==> config.mk <==
export PLATFORM = sky130hd
export DESIGN_NAME = writeback_unit
export DESIGN_NICKNAME = d
export VERILOG_FILES = /design/src/rtl/writeback_unit_pkg.sv /design/src/rtl/writeback_unit_ld_tag_fifo.sv /design/src/rtl/writeback_unit.sv
export SDC_FILE = /design/constraint.sdc
export NUM_CORES = 1
export LEC_CHECK = 0
export ABC_AREA = 1
export BUFFER_PORTS_ARGS = -buffer_cell sky130_fd_sc_hd__buf_2
export CORE_UTILIZATION = 48
export DETAILED_ROUTE_END_ITERATION = 7
export PLACE_DENSITY = 0.88
export SLEW_MARGIN = 20
export SYNTH_ARGS = -nofsm -noshare
export SYNTH_HDL_FRONTEND = slang
export SYNTH_SLANG_ARGS = --single-unit
==> constraint.sdc <==
create_clock -name clk -period 1.7 [get_ports clk]
set_clock_uncertainty 0.05 [all_clocks]
set_input_delay 0.17 -clock clk [delete_from_list [all_inputs] [get_ports clk]]
set_output_delay 0.17 -clock clk [all_outputs]
set_load 0.05 [all_outputs]
==> src/rtl/writeback_unit_pkg.sv <==
// Shared constants, load-tag format and load alignment helper for the writeback stage.
package writeback_unit_pkg;
  localparam int NUM_REG_DEF        = 32;
  localparam int REG_ADDR_WIDTH_DEF = 5;
  localparam int REG_WIDTH_DEF      = 32;
  localparam int LD_DEPTH_DEF       = 4;

  localparam logic [2:0] F3_LB  = 3'b000;
  localparam logic [2:0] F3_LH  = 3'b001;
  localparam logic [2:0] F3_LW  = 3'b010;
  localparam logic [2:0] F3_LBU = 3'b100;
  localparam logic [2:0] F3_LHU = 3'b101;

  typedef struct packed {
    logic [2:0] f3;
    logic [1:0] off;
  } ld_fmt_t;

  // Returns {encoding_error, aligned_word}; unknown funct3 falls back to a full word.
  function automatic logic [32:0] align_load(ld_fmt_t fmt, logic [31:0] word);
    logic [7:0]  b;
    logic [15:0] h;
    b = 8'(word >> {fmt.off, 3'b000});
    h = fmt.off[1] ? word[31:16] : word[15:0];
    case (fmt.f3)
      F3_LB:   return {1'b0, {{24{b[7]}}, b}};
      F3_LBU:  return {1'b0, 24'h0, b};
      F3_LH:   return {1'b0, {{16{h[15]}}, h}};
      F3_LHU:  return {1'b0, 16'h0, h};
      F3_LW:   return {1'b0, word};
      default: return {1'b1, word};
    endcase
  endfunction
endpackage

==> src/rtl/writeback_unit_ld_tag_fifo.sv <==
// In-order tag FIFO for outstanding loads; every slot is exposed so the
// owner can build a per-register pending mask.
module ld_tag_fifo
  import writeback_unit_pkg::*;
#(
  parameter int DEPTH = 4,
  parameter int RD_W  = 5
) (
  input  logic                        clk,
  input  logic                        reset,
  input  logic                        push,
  input  logic [RD_W-1:0]             push_rd,
  input  ld_fmt_t                     push_fmt,
  input  logic                        pop,
  output logic                        full,
  output logic                        empty,
  output logic [RD_W-1:0]             head_rd,
  output ld_fmt_t                     head_fmt,
  output logic [DEPTH-1:0][RD_W-1:0]  ent_rd,
  output logic [DEPTH-1:0]            ent_vld
);
  localparam int PW = $clog2(DEPTH);

  logic [PW-1:0]              wr_ptr_q, wr_ptr_d, rd_ptr_q, rd_ptr_d;
  logic [DEPTH-1:0]           vld_q, vld_d;
  logic [DEPTH-1:0][RD_W-1:0] rd_q, rd_d;
  ld_fmt_t [DEPTH-1:0]        fmt_q, fmt_d;

  // Caller only pushes when not full, so the write slot never aliases a popped slot.
  always_comb begin
    wr_ptr_d = wr_ptr_q;
    rd_ptr_d = rd_ptr_q;
    vld_d    = vld_q;
    rd_d     = rd_q;
    fmt_d    = fmt_q;
    if (pop) begin
      vld_d[rd_ptr_q] = 1'b0;
      rd_ptr_d        = rd_ptr_q + 1'b1;
    end
    if (push) begin
      vld_d[wr_ptr_q] = 1'b1;
      rd_d[wr_ptr_q]  = push_rd;
      fmt_d[wr_ptr_q] = push_fmt;
      wr_ptr_d        = wr_ptr_q + 1'b1;
    end
  end

  always_ff @(posedge clk) begin
    if (reset) begin
      wr_ptr_q <= '0;
      rd_ptr_q <= '0;
      vld_q    <= '0;
    end else begin
      wr_ptr_q <= wr_ptr_d;
      rd_ptr_q <= rd_ptr_d;
      vld_q    <= vld_d;
    end
  end

  always_ff @(posedge clk) begin
    rd_q  <= rd_d;
    fmt_q <= fmt_d;
  end

  assign full     = &vld_q;
  assign empty    = ~|vld_q;
  assign head_rd  = rd_q[rd_ptr_q];
  assign head_fmt = fmt_q[rd_ptr_q];
  assign ent_rd   = rd_q;
  assign ent_vld  = vld_q;
endmodule

==> src/rtl/writeback_unit.sv <==
// Writeback stage: merges ALU results and in-order load responses onto the
// single register-file write port, with load alignment and pending tracking.
module writeback_unit
  import writeback_unit_pkg::*;
#(
  parameter int NUM_REG        = NUM_REG_DEF,
  parameter int REG_ADDR_WIDTH = REG_ADDR_WIDTH_DEF,
  parameter int REG_WIDTH      = REG_WIDTH_DEF,
  parameter int LD_DEPTH       = LD_DEPTH_DEF
) (
  input  logic                      clk,
  input  logic                      reset,
  input  logic                      alu_valid,
  output logic                      alu_ready,
  input  logic [REG_ADDR_WIDTH-1:0] alu_rd,
  input  logic [REG_WIDTH-1:0]      alu_data,
  input  logic                      ld_req_valid,
  output logic                      ld_req_ready,
  input  logic [REG_ADDR_WIDTH-1:0] ld_req_rd,
  input  logic [2:0]                ld_req_f3,
  input  logic [1:0]                ld_req_off,
  input  logic                      ld_rsp_valid,
  input  logic [REG_WIDTH-1:0]      ld_rsp_data,
  output logic                      wr_en,
  output logic [REG_ADDR_WIDTH-1:0] addr_rd,
  output logic [REG_WIDTH-1:0]      data_rd,
  output logic [NUM_REG-1:0]        rd_pending,
  output logic                      ld_err
);
  logic                                   full, empty, push, pop;
  logic [REG_ADDR_WIDTH-1:0]              head_rd;
  ld_fmt_t                                head_fmt;
  logic [LD_DEPTH-1:0][REG_ADDR_WIDTH-1:0] ent_rd;
  logic [LD_DEPTH-1:0]                    ent_vld;
  logic [32:0]                            aligned;

  logic                      wr_en_q, wr_en_d, ld_err_q, ld_err_d;
  logic [REG_ADDR_WIDTH-1:0] addr_rd_q, addr_rd_d;
  logic [REG_WIDTH-1:0]      data_rd_q, data_rd_d;

  assign alu_ready    = ~ld_rsp_valid;
  assign ld_req_ready = ~full;
  assign push         = ld_req_valid & ~full;
  assign pop          = ld_rsp_valid & ~empty;

  ld_tag_fifo #(.DEPTH(LD_DEPTH), .RD_W(REG_ADDR_WIDTH)) u_fifo (
    .clk      (clk),
    .reset    (reset),
    .push     (push),
    .push_rd  (ld_req_rd),
    .push_fmt ({ld_req_f3, ld_req_off}),
    .pop      (pop),
    .full     (full),
    .empty    (empty),
    .head_rd  (head_rd),
    .head_fmt (head_fmt),
    .ent_rd   (ent_rd),
    .ent_vld  (ent_vld)
  );

  assign aligned = align_load(head_fmt, 32'(ld_rsp_data));

  // Repeated destinations in the queue simply OR together; x0 is never pending.
  always_comb begin
    rd_pending = '0;
    for (int i = 0; i < LD_DEPTH; i++)
      if (ent_vld[i]) rd_pending[ent_rd[i]] = 1'b1;
    rd_pending[0] = 1'b0;
  end

  always_comb begin
    wr_en_d   = 1'b0;
    addr_rd_d = addr_rd_q;
    data_rd_d = data_rd_q;
    ld_err_d  = ld_err_q;
    if (ld_rsp_valid) begin
      if (empty) begin
        ld_err_d = 1'b1;
      end else begin
        if (aligned[32]) ld_err_d = 1'b1;
        if (head_rd != '0) begin
          wr_en_d   = 1'b1;
          addr_rd_d = head_rd;
          data_rd_d = REG_WIDTH'(aligned[31:0]);
        end
      end
    end else if (alu_valid && alu_rd != '0) begin
      wr_en_d   = 1'b1;
      addr_rd_d = alu_rd;
      data_rd_d = alu_data;
    end
  end

  always_ff @(posedge clk) begin
    if (reset) begin
      wr_en_q   <= 1'b0;
      addr_rd_q <= '0;
      data_rd_q <= '0;
      ld_err_q  <= 1'b0;
    end else begin
      wr_en_q   <= wr_en_d;
      addr_rd_q <= addr_rd_d;
      data_rd_q <= data_rd_d;
      ld_err_q  <= ld_err_d;
    end
  end

  assign wr_en   = wr_en_q;
  assign addr_rd = addr_rd_q;
  assign data_rd = data_rd_q;
  assign ld_err  = ld_err_q;
endmodule
Yosys cells after proc, flatten, opt, wreduce, memory -nomap -nowiden --
Cells that the tools add are included.
Cells by class: shifts and indexed selects 1, $add $sub $neg 2, reductions and logical operators 15, multiplexer cells 42, equality and inequality tests 7, magnitude comparators 12, bitwise gates (word level) 10
Operators with widths (count):
- 32-bit two-way mux | 8
- 33-bit case mux with 5 select lines | 1
- 32-bit bitwise OR | 3
- 20-bit bitwise mux | 2
- 5-bit two-way mux | 7
- 32-bit by 5-bit >> shifter with 8-bit output | 1
- 5-bit by 6-bit less-than comparator with 1-bit output (second input constant) | 4
- 5-bit binary-select mux with 2-bit select | 2
- 1-bit demux with 5-bit select | 4
- 5-bit by 1-bit >= comparator with 1-bit output (second input constant) | 4
- 16-bit two-way mux | 1
- 1-bit two-way mux | 12
- 5-bit demux with 2-bit select | 1
- 5-bit nonzero test | 2
- 4-bit two-way mux | 2
- 1-bit logical AND | 7
- 3-bit == test (second input constant) | 2
- 2-bit by 3-bit less-than comparator with 1-bit output (second input constant) | 2
- 2-bit by 1-bit adder with 2-bit output (second input constant) | 2
- 4-bit AND | 1
- 1-bit demux with 2-bit select | 2
- 2-bit by 1-bit >= comparator with 1-bit output (second input constant) | 2
- 2-bit by 1-bit inequality test with 1-bit output (second input constant) | 2
- 4-bit inverter | 1
- other kinds (12) | 14
Word-level totals: output and inout bits 73, flip-flop bits (word level) 87

Logic depth before layout (Yosys ltp) --
Gate-level depths: netlist (run 1).
depth after elaboration 11, gate-level depth with buffers 17, depth with buffers taken out 14

By module --
From an unflattened synthesis (run 1), not the netlist that was laid out.
Second synthesis, totals: cell total of the unflattened synthesis 828, area, all modules 5647.9 um2
By module, submodules not included:
- writeback_unit | area each 3519.6 um2, cells an instance 611, times used 1
- ld_tag_fifo | area each 2128.3 um2, cells an instance 217, times used 1

Worst setup path after synthesis (run 1) --
Ideal clock, no wire load.
kind register to output, from reg u_fifo.rd_q (netlist bit u_fifo.ent_rd[10]), to out rd_pending[26], data arrival time 1809 ps, data required time 1480 ps, cell stages (with the launch flop) 4, path buffers 0, setup slack -329 ps, cells stage by stage edfxtp_1 inv_1 nand3_1 o21ai_0
Between the ends: word-level cells in the longest chain between the ends 8, elaborated cells on any way between the ends 9, classes of those cells order compare: 2; mux: 4; bitwise: 2; reduce/logical: 1
RTL lines:
- start: declaration | RTL line writeback_unit_ld_tag_fifo.sv:26 | logic [DEPTH-1:0][RD_W-1:0] rd_q, rd_d;
- start signal: assignment | RTL line writeback_unit_ld_tag_fifo.sv:61 | rd_q <= rd_d;
- 5-bit by 6-bit less-than comparator with 1-bit output (implied by the code) or 5-bit by 1-bit >= comparator with 1-bit output (tied branches) | RTL line writeback_unit.sv:67 | if (ent_vld[i]) rd_pending[ent_rd[i]] = 1'b1;
- 1-bit logical AND (implied by the code) | RTL line writeback_unit.sv:67
- 1-bit two-way mux (implied by the code) | RTL line writeback_unit.sv:67
- 1-bit demux with 5-bit select * | RTL line writeback_unit.sv:67
- 32-bit bitwise OR (no source line) *
- 32-bit two-way mux * | RTL line writeback_unit.sv:67
- 32-bit bitwise OR (no source line)
- 32-bit two-way mux * | RTL line writeback_unit.sv:67
- end: declaration | RTL line writeback_unit.sv:27 | output logic [NUM_REG-1:0] rd_pending,
Mark *: on every way between the ends. The rest lies on a longest branch, timed or not.

Worst setup path in the final report (run 1) --
from reg u_fifo.rd_q (netlist bit u_fifo.ent_rd[0]), to out rd_pending[25]
Between the ends: word-level cells in the longest chain between the ends 11, elaborated cells on any way between the ends 12, classes of those cells order compare: 2; mux: 6; bitwise: 3; reduce/logical: 1
RTL lines (RTL line):
- 5-bit by 6-bit less-than comparator with 1-bit output (implied by the code) or 5-bit by 1-bit >= comparator with 1-bit output (tied branches) | writeback_unit.sv:67
- 1-bit logical AND (implied by the code) | writeback_unit.sv:67
- 1-bit two-way mux (implied by the code) | writeback_unit.sv:67
- 1-bit demux with 5-bit select * | writeback_unit.sv:67
- 32-bit two-way mux * | writeback_unit.sv:67
- 32-bit bitwise OR (no source line)
- 32-bit two-way mux * | writeback_unit.sv:67
- 32-bit bitwise OR (no source line)
- 32-bit two-way mux * | writeback_unit.sv:67
- 32-bit bitwise OR (no source line)
- 32-bit two-way mux * | writeback_unit.sv:67
Marked as above.

==> results.yml, run 1 <==
route:
  drtIter0Drc: 1385
  wirelength_um: 28340
  vias_per_cell: 6.604
  wl_per_cell_um: 22.84
  firstDrtPassIters: 8
  drtAntennaViolNets: 0
  route.detailed.drc: 15
  vias: 8196
yosys:
  ys_seq_area_share_pct: 39.47
  synth_edf_count: 40
  synth_seq_cells: 87
  synth_warnings: 0
  synth_async_sr_flop_share_pct: 0
  ys_top_cells_by_area: "edfxtp_1 22%, nand2_1 19%, dfxtp_1 17%"
  synth_nets: 868
  synth_top_area_share_pct: 22.14
  synth_cell_type_count: 32
  synth_area_sq_um: 5426
  synth_common_cells: "271 x nand2_1, 81 x nand3_1, 72 x nor2_1"
  synth_flop_cell: "dfxtp_1"
  syn_area_per_cell_sq_um: 6.993
  synth_cells: 776
  synth.most_common_cell: "nand2_1"
  synth_top_area_cell: "edfxtp_1"
timing:
  finalHoldViolations: 0
  finalWorstSetupSlack_ns: -0.4952
  finalSetupViolations: 110
  worstMarginPinSlew_ns: 0.5297
  finalCritPeriodShare_pct: 129.1
  finalMaxSlewViolations: 0
  relSlewSlack_pct: 64.65
  min_period_ns: 2.195
  fmax_mhz: 455.5
  whs_ns: 0.08039
  rsz0062_at_grt: "yes"
global_route:
  met3_usage_pct: 9.885
  grtUsageTotal_pct: 37.62
  use_met1_pct: 44.61
  grt_pass1_vias: 6585
  grtUsageMet2_pct: 62.60
  grt.overflow.total: 0
  top_usage_layer: "met2"
  grt_pass1_wl_um: 33390
  antenna_found_initial: 0
  grt_start_max_net_pins: 41
power_and_ir_drop:
  p_leak_nw: 4.350
  vdd_drop_max_mv: 0.8909
  p_per_area_nw_per_um2: 809.1
worst_setup_path:
  cp_max_fo: 8
  worst-setup-path-type: "reg2out"
  required_ns: 1.48
  cp-start-kind: "flop"
  cp-end-kind: "output pin"
  arrival_ns: 1.98
  ff2ff_path_depth: 13
clocking:
  cts_htree_levels: 3
  cts_max_path_buffers: 2
  clk_pin_slew_worst_paths_ns: 0.08
  cts_buffers: 9
  root_buffer: "clkbuf_16"
  clock_latency_ns: 0.37
  cts_tree: "built"
  cts.sinks: 87
final_layout:
  drive_gt1_share_pct: 49.50
  postLayoutCellArea_sq_um: 9393
  synthToLayoutAreaGrowth_pct: 73.09
  nets: 1188
  diodes: 0
floorplanning:
  start_util_pct: 49.62
  core_area_sq_um: 10940
  rows: 38
  die-area_sq_um: 11730
  ioPinCount: 157
  die_h_um: 108.3
  die_w_um: 108.3
placement:
  io_buffers: 155
  hpwl_um: 13960
  place_area_sq_um: 7198
  gp_congestion: 1.022
worst_hold_path:
  min_path_type: "in2reg"
  min_path_cells: 5
job:
  maxCapViolCount: 0
run_status:
  violations: "DRC, setup timing"
  outcome: "complete, but fails checks"
stage by stage:
step           std cells  setup TNS, ns  setup WS, ns  power (mW)  utilization [%]
6_report            1241         -28.42       -0.4952       7.600            85.89
5_1_grt             1241         -31.82       -0.5436       7.787            85.89
2_1_floorplan        776         -3.718       -0.1343       3.874                -
3_3_place_gp        1143         -9.593       -0.2398       4.616            65.82
3_5_place_dp        1143         -10.16       -0.2305       4.649            65.82
4_1_cts             1208         -14.37       -0.2689       6.938            79.12
path summary, 6_finish.rpt:
| kind | slack, ns | from | end |
|---|---|---|---|
| worst max-delay path | -0.50 | u_fifo.ent_rd[0]$_DFFE_PP_ | rd_pending[25] |
| worst min-delay path | 0.08 | alu_data[27] | data_rd[27]$_SDFFE_PP0P_ |
| worst max register to register | -0.49 | u_fifo.ent_rd[17]$_DFFE_PP_ | data_rd[9]$_SDFFE_PP0P_ |
| worst min register to register | 0.40 | addr_rd[0]$_SDFFE_PP0P_ | addr_rd[0]$_SDFFE_PP0P_ |
routing by layer:
metal | routed length, um | part of all wire [%]
met4 | 2791 | 9.8
met5 | 0 | 0
met2 | 12480 | 44
met3 | 3800 | 13
met1 | 9272 | 33
placed cells by master (no fill, tap or decap), drive strengths merged, types with 4 or more instances in the layout:
cell type / instances
dlygate4sd3: 10
nand4: 17
buf: 330
nor3: 24
inv: 62
a22oi: 25
o21ai: 25
or2: 7
dfxtp: 47
nand3: 83
nand3b: 4
edfxtp: 40
clkbuf: 10
nor2: 75
o221ai: 29
ha: 8
a21oi: 20
nand2: 274
flip-flops by register name, indices dropped and copies added (netlist names):
signal and flops:
u_fifo.wr_ptr_q 2, ld_err 1, addr_rd 5, u_fifo.rd_ptr_q 2, u_fifo.fmt_q 20, u_fifo.ent_rd 20, u_fifo.ent_vld 4, data_rd 32
wr_en 1
critical path, stage by stage (launching register included):
cell,delay (ns)
edfxtp_1,0.48
nand3_2,0.15
clkinvlp_4,0.27
a221oi_4,0.39
o21ai_2,0.13
buf_6,0.17
report_power, final:
group / total, mW / leakage (nW) / switching [mW] / internal, mW
logic: 3.14 / 3.45 / 1.96 / 1.18
registers: 2.48 / 0.757 / 0.122 / 2.35
clock network: 1.99 / 0.141 / 0.962 / 1.03
total: 7.60 / 4.35 / 3.04 / 4.56
final cells by class:
class	count	area, sq um
well taps	140	175.2
multi-input cells	599	3751
repair buffers	341	2778
fillers	503	1543
clock buffers	9	225.2
clock inverters	7	61.31
inverters	58	249.0
flip-flops and latches	87	2153
what timing repair did:
| item | in CTS | in global routing |
|---|---|---|
| hold endpoints to repair | 40 | 0 |
| buffers inserted | 37 | 30 |
| pin swaps | 31 | 39 |
| hold buffers | 10 | 0 |
| gates cloned | 4 | 4 |
| resized for setup | 191 | 126 |
| setup endpoints to repair | 109 | 114 |
cell families (layout without fill, tap and decap cells):
kind of cell | Yosys count | in the layout | synth area share, %
AO/OA/AOI/OAI | 102 | 102 | 12.82
flip-flops | 87 | 87 | 39.47
adder cells (fa/ha/maj) | 8 | 8 | 1.845
other | 1 | 1 | 0.06911
buffers and inverters | 91 | 415 | 7.378
AND/OR/NAND/NOR | 487 | 488 | 38.41
(Power assumes the default switching activity.)
==> run 2: changes to the inputs <==
CORE_MARGIN = 2   (was not set)
SETUP_SLACK_MARGIN = 0.5   (was not set)
==> run 2 against run 1 <==
Against the previous run:
- the run now fails in global routing (5_1_grt)
- synthesized cell count is the same
- synthesized area is the same
==> results.yml, run 2 <==
yosys:
  synth_cell_type_count: 32
  ys_top_cells_by_area: "edfxtp_1 22%, nand2_1 19%, dfxtp_1 17%"
  synth_area_sq_um: 5426
  synth_top_area_share_pct: 22.14
  synth_cells: 776
  synth_nets: 868
  syn_area_per_cell_sq_um: 6.993
  synth_async_sr_flop_share_pct: 0
  synth_flop_cell: "dfxtp_1"
  synth_common_cells: "271 x nand2_1, 81 x nand3_1, 72 x nor2_1"
  synth_seq_cells: 87
  ys_seq_area_share_pct: 39.47
  synth_top_area_cell: "edfxtp_1"
  synth.most_common_cell: "nand2_1"
  synth_edf_count: 40
  synth_warnings: 0
timing:
  worst_endpoint_kind: "primary output"
  grt_repair_worst_endpoint: "rd_pending[9]"
run_status:
  lastStage: "global routing (5_1_grt)"
  stop_error: "[ERROR GRT-0232] Routing congestion too high. Check the congestion heatmap in the GUI."
  outcome: "stopped before the end"
floorplanning:
  die_h_um: 110.3
  rows: 38
  start_util_pct: 49.62
  die_w_um: 110.3
  ioPinCount: 157
global_route:
  grtUsageTotal_pct: 67.70
  grt.overflow.total: 8
  grt_start_max_net_pins: 65
clocking:
  cts.sinks: 87
  root_buffer: "clkbuf_16"
  cts_htree_levels: 3
  cts_buffers: 9
  cts_max_path_buffers: 2
placement:
  hpwl_um: 14810
  gp_congestion: 1.078
  dp_slack_ns: -0.2300
  io_buffers: 155
  dp.cells: 1132
==> run 2: cell counts after synthesis <==
Identical to the previous run, type by type.
==> run 2: what timing repair did <==
action,in CTS
buffers inserted,42
endpoints found under the setup margin,124
hold endpoints to repair,37
gates resized for setup,262
cloned,9
hold buffers,10
pin swaps,39
==> run 2: metal layers <==
layer | global-route usage (%) | overflow
met5 | 16.96 | 0
met4 | 61.70 | 4
met3 | 53.38 | 0
met2 | 86.02 | 4
met1 | 67.93 | 0
==> run 2: kinds of logic after synthesis <==
family | Yosys count | share of synthesized area [%]
AND/OR/NAND/NOR | 487 | 38.41
flip-flops | 87 | 39.47
buffers and inverters | 91 | 7.378
adder cells (fa/ha/maj) | 8 | 1.845
AO/OA/AOI/OAI | 102 | 12.82
other | 1 | 0.06911
==> run 2: through the flow <==
stage	cell area (sq um)	util [%]	TNS, ns	hold WS (ns)
after floorplan	6172	-	-0.03257	0.2189
after global placement	7772	71.08	-5.805	0.3335
after detailed placement	7772	71.08	-8.155	0.3375
after CTS	9579	87.60	-13.66	0.06229
==> run 3: changes to the inputs <==
CORE_UTILIZATION = 40   (was 48)
PLACE_DENSITY = not set   (was 0.88)
PLACE_DENSITY_LB_ADDON = 0.15   (was not set)
SETUP_SLACK_MARGIN = not set   (was 0.5)
clock period = 2.21 ns   (was 1.7 ns; I/O delays follow)
==> run 3 against run 2 <==
Against the previous run:
- the flow now finishes without violations
==> results.yml, run 3 (synthesis gave the netlist of run 1 again) <==
worst_setup_path:
  cp-end-kind: "output pin"
  arrival_ns: 1.92
  r2r-start: "u_fifo.ent_rd[7]$_DFFE_PP_"
  cp_max_fo: 8
  crit_path_start: "u_fifo.ent_vld[3]$_SDFF_PP0_"
  cp-start-kind: "flop"
  ff2ff_path_depth: 12
  worst-setup-path-type: "reg2out"
  required_ns: 1.94
timing:
  rsz0062_at_grt: "yes"
  finalHoldViolations: 0
  finalCritPeriodShare_pct: 99.35
  finalMaxSlewViolations: 0
  fmax_mhz: 455.5
  min_period_ns: 2.196
  relSlewSlack_pct: 58.55
  finalSetupViolations: 0
  worstMarginPinSlew_ns: 0.6218
  finalSetupTns_ns: 0
route:
  wl_per_cell_um: 15.64
  route.detailed.drc: 0
  vias_per_cell: 5.223
  drtAntennaViolNets: 0
  m1WireLength_um: 8242
  vias: 5960
  firstDrtPassIters: 8
  met2_length_um: 7519
  drtIter0Drc: 578
  top_layer_used: "met4"
  wirelength_um: 17850
  dr_wl_met3_um: 1496
final_layout:
  synthToLayoutAreaGrowth_pct: 30.80
  final_util_pct: 53.60
  register_area_sq_um: 2143
  nFillCells: 1338
  layout_common_cells: "270 x nand2_1, 145 x buf_2, 80 x nand3_1, 72 x nor2_1, 56 x inv_1"
  diodes: 0
  largest_reg_flops: 32
  multi_input_area_sq_um: 2968
  layout_commonest_cell: "nand2_1"
  drive_gt1_share_pct: 26.53
  nets: 1052
clocking:
  cts_max_path_buffers: 2
  cts_tree: "built"
  clk_pin_slew_worst_paths_ns: 0.07
  clock_latency_ns: 0.34
  ctsHoldBuffers: 0
  cts_htree_levels: 3
  cts_buffers: 9
  cts.sinks: 87
  root_buffer: "clkbuf_16"
placement:
  gp_congestion: 0.9569
  io_buffers: 155
  hpwl_um: 13110
floorplanning:
  die-area_sq_um: 14510
  ioPinCount: 157
  start_util_pct: 40.98
  rows: 42
  die_h_um: 120.5
  core_area_sq_um: 13240
  die_w_um: 120.5
worst_hold_path:
  hp-start: "ld_req_rd[3]"
  min_path_cells: 1
  min_path_type: "in2reg"
power_and_ir_drop:
  p_leak_nw: 3.471
  p_per_area_nw_per_um2: 718.1
  total_power_mw: 5.097
  vdd_drop_max_mv: 0.3979
global_route:
  grt_pass1_vias: 5483
  grt_pass1_wl_um: 27680
  antenna_found_initial: 0
  grt_start_max_net_pins: 65
  grt.overflow.total: 0
  grtUsageTotal_pct: 24.31
run_status:
  outcome: "completed"
job:
  maxCapViolCount: 0
==> run 3: cell type report <==
class / instances / area share (%)
Clock inverter: 7 / 1.445
Inverter: 58 / 3.067
Tap cell: 176 / 3.102
Multi-Input combinational cell: 598 / 41.81
Clock buffer: 9 / 3.173
Timing Repair Buffer: 206 / 17.20
Sequential cell: 87 / 30.20
==> run 3: worst paths after layout <==
check	to	slack, ns
max	rd_pending[10]	0.01
min	u_fifo.ent_rd[3]$_DFFE_PP_	0.04
max reg2reg	addr_rd[2]$_SDFFE_PP0P_	0.19
min reg2reg	data_rd[16]$_SDFFE_PP0P_	0.40
==> run 3: critical path, cell delays in order (launching register included) <==
cell	delay, ns
dfxtp_1	0.52
nand3_1	0.41
o221ai_1	0.34
buf_2	0.31
==> run 3: what timing repair did <==
item,CTS,global route
gates resized for setup,5,23
pin swaps,0,0
setup buffers,0,22
setup endpoints to repair,8,55
hold endpoints to repair,0,0
==> run 3: report_power, final <==
group	switching, mW	internal [mW]	total, mW
combinational	1.06	0.470	1.53
sequential	0.0816	1.81	1.89
clock	0.668	1.01	1.67
==> run 3: per-stage QoR <==
stage	hold slack [ns]	setup WS [ns]	instance area [sq um]	std cells
global route	0.03034	-0.07331	7098	1141
floorplan	0.2699	0.1303	5426	776
finish	0.04226	0.01445	7098	1141
detailed placement	0.3880	0.1659	6495	1103
global placement	0.3845	0.2063	6495	1103
CTS	0.02910	-0.003327	6848	1119
==> run 3: layer usage <==
layer | vias up | track usage (%)
met2 | 297 | 34.82
met3 | 57 | 5.425
met1 | 2600 | 35.23
met4 | 0 | 10.03
met5 | - | 0
li1 | 3006 | -
==> run 4: changes to the inputs <==
GPL_TIMING_DRIVEN = 0   (was not set)
SETUP_SLACK_MARGIN = 0.1   (was not set)
==> run 4 against run 3 <==
Against the previous run:
- die area is the same
- sequential power about the same
- clock-buffer cell count grew 1
- critical path type unchanged
- critical endpoint is now rd_pending[19]
- largest power group unchanged
==> results.yml, run 4 (synthesis gave the netlist of run 1 again) <==
worst_setup_path:
  arrival_ns: 1.86
  r2r-start: "u_fifo.rd_ptr_q[0]$_SDFFE_PP0N_"
  max_stage_delay_ns: 0.52
  cp-start-kind: "flop"
  r2r_slack_ns: 0.22
  r2r_end: "data_rd[29]$_SDFFE_PP0P_"
  required_ns: 1.94
  worst-setup-path-type: "reg2out"
  crit_slowest_cell: "edfxtp_1"
  worstPathCellList: "buf_4, nor3_2, a22oi_1, o221ai_1, clkbuf_4"
  cp-end-kind: "output pin"
  cp_max_fo: 5
  ff2ff_path_depth: 13
route:
  firstDrtPassIters: 5
  drtIter0Drc: 779
  wirelength_um: 18750
  drtAntennaViolNets: 0
  vias: 6224
  wl_per_cell_um: 16.16
  vias_per_cell: 5.366
  route.detailed.drc: 0
clocking:
  ctsHoldBuffers: 0
  clock_latency_ns: 0.35
  cts_tree: "built"
  cts_buffers: 9
  cts.sinks: 87
  root_buffer: "clkbuf_16"
  cts_htree_levels: 3
  clk_pin_slew_worst_paths_ns: 0.06
  cts_max_path_buffers: 2
final_layout:
  drive_gt1_share_pct: 30.93
  synthToLayoutAreaGrowth_pct: 37.51
  nets: 1070
  multi_input_area_sq_um: 3159
  nFillCells: 1321
  layout_commonest_cell: "nand2_1"
  register_area_sq_um: 2152
  largest_reg_flops: 32
  layout_common_cells: "265 x nand2_1, 126 x buf_2, 72 x nand3_1, 70 x nor2_1, 64 x buf_4"
global_route:
  grt_pass1_wl_um: 28030
  grt_pass1_vias: 5470
  grt.overflow.total: 0
  grt_start_max_net_pins: 15
  grtUsageTotal_pct: 24.85
  antenna_found_initial: 1
timing:
  min_period_ns: 2.135
  finalSetupTns_ns: 0
  relSlewSlack_pct: 64.66
  finalSetupViolations: 0
  rsz0062_at_grt: "yes"
  finalMaxSlewViolations: 0
  fmax_mhz: 468.3
  worstMarginPinSlew_ns: 0.5300
  finalCritPeriodShare_pct: 96.63
  finalHoldViolations: 0
power_and_ir_drop:
  switching_share_pct: 36.84
  p_int_mw: 3.194
  total_power_mw: 5.057
  switching_power_mw: 1.863
  vdd_drop_max_mv: 0.4695
  p_comb_share_pct: 32.4
  p_leak_nw: 3.506
  clkPwrFrac_pct: 30.1
  p_per_area_nw_per_um2: 677.7
  seq_power_share_pct: 37.5
placement:
  io_buffers: 154
  gp_congestion: 0.9245
  hpwl_um: 13600
floorplanning:
  rows: 42
  core_area_sq_um: 13240
  start_util_pct: 40.98
  die-area_sq_um: 14510
  ioPinCount: 157
  die_h_um: 120.5
  die_w_um: 120.5
worst_hold_path:
  hp-start: "ld_req_rd[2]"
  min_path_type: "in2reg"
  min_path_cells: 1
  min_to: "u_fifo.ent_rd[17]$_DFFE_PP_"
run_status:
  outcome: "completed"
job:
  maxCapViolCount: 0
run 4: cell count changes in the layout (fill, tap and decap cells not counted), sizes merged:
| cell | previous run | this run |
|---|---|---|
| clkinv | 2 | 3 |
| diode | 0 | 1 |
| inv | 61 | 54 |
| clkbuf | 19 | 29 |
| buf | 196 | 205 |
| clkinvlp | 0 | 6 |
| bufinv | 2 | 1 |
run 4: per-layer routing:
| layer | track usage [%] | vias to the layer above | share of wire [%] |
|---|---|---|---|
| met1 | 35.42 | 2793 | 44 |
| li1 | - | 3058 | - |
| met3 | 5.519 | 43 | 9.4 |
| met5 | 0 | - | 0 |
| met4 | 9.738 | 0 | 2.9 |
| met2 | 36.58 | 330 | 44 |
run 4: power groups by stage:
stage / sequential, mW / combinational [mW] / clock, mW
2_1_floorplan: 2.19 / 0.771 / 0
3_3_place_gp: 1.92 / 1.46 / 0
3_5_place_dp: 1.92 / 1.47 / 0
4_1_cts: 1.89 / 1.50 / 1.55
5_1_grt: 1.91 / 1.78 / 1.61
6_report: 1.90 / 1.64 / 1.52
run 4: final cells by class:
class | count | area share [%]
clock inverters | 6 | 0.8048
diodes | 1 | 0.03353
repair buffers | 191 | 15.64
clock buffers | 10 | 3.068
inverters | 58 | 3.169
well taps | 176 | 2.951
multi-input cells | 598 | 42.34
flip-flops and latches | 87 | 28.84
plain buffers | 33 | 3.152
run 4: how the worst max path moves through the flow:
stage,startpoint,to,cells after the start
final,u_fifo.ent_rd[3]$_DFFE_PP_,rd_pending[19],5
after global routing,u_fifo.ent_rd[2]$_DFFE_PP_,rd_pending[13],5
after CTS,u_fifo.ent_rd[8]$_DFFE_PP_,rd_pending[10],5
after detailed placement,u_fifo.rd_ptr_q[1]$_SDFFE_PP0N_,data_rd[27]$_SDFFE_PP0P_,12
after global placement,u_fifo.rd_ptr_q[1]$_SDFFE_PP0N_,data_rd[27]$_SDFFE_PP0P_,12
after floorplan,u_fifo.ent_rd[10]$_DFFE_PP_,rd_pending[26],3
run 4: worst max-delay path, delay by kind of cell (launching register included):
kind | cells | cell delay, ns
flops | 1 | 0.52
simple gates | 1 | 0.28
compound gates | 2 | 0.24
buf+inv | 2 | 0.48
run 4: stage by stage:
step / cells / hold WS [ns] / util (%) / instance area (sq um) / worst slack, ns
3_3_place_gp: 1106 / 0.3857 / 48.46 / 6417 / -0.2855
5_1_grt: 1160 / 0.03661 / 56.35 / 7462 / 0.02351
2_1_floorplan: 776 / 0.2699 / - / 5426 / 0.1303
6_report: 1160 / 0.04134 / 56.35 / 7462 / 0.07458
4_1_cts: 1127 / 0.03704 / 52.04 / 6892 / 0.01955
3_5_place_dp: 1106 / 0.3832 / 48.46 / 6417 / -0.2742
run 4: repair_timing:
action,CTS,global route
endpoints found under the setup margin,69,110
pin swaps,1,8
setup buffers,5,32
gates resized for setup,36,119
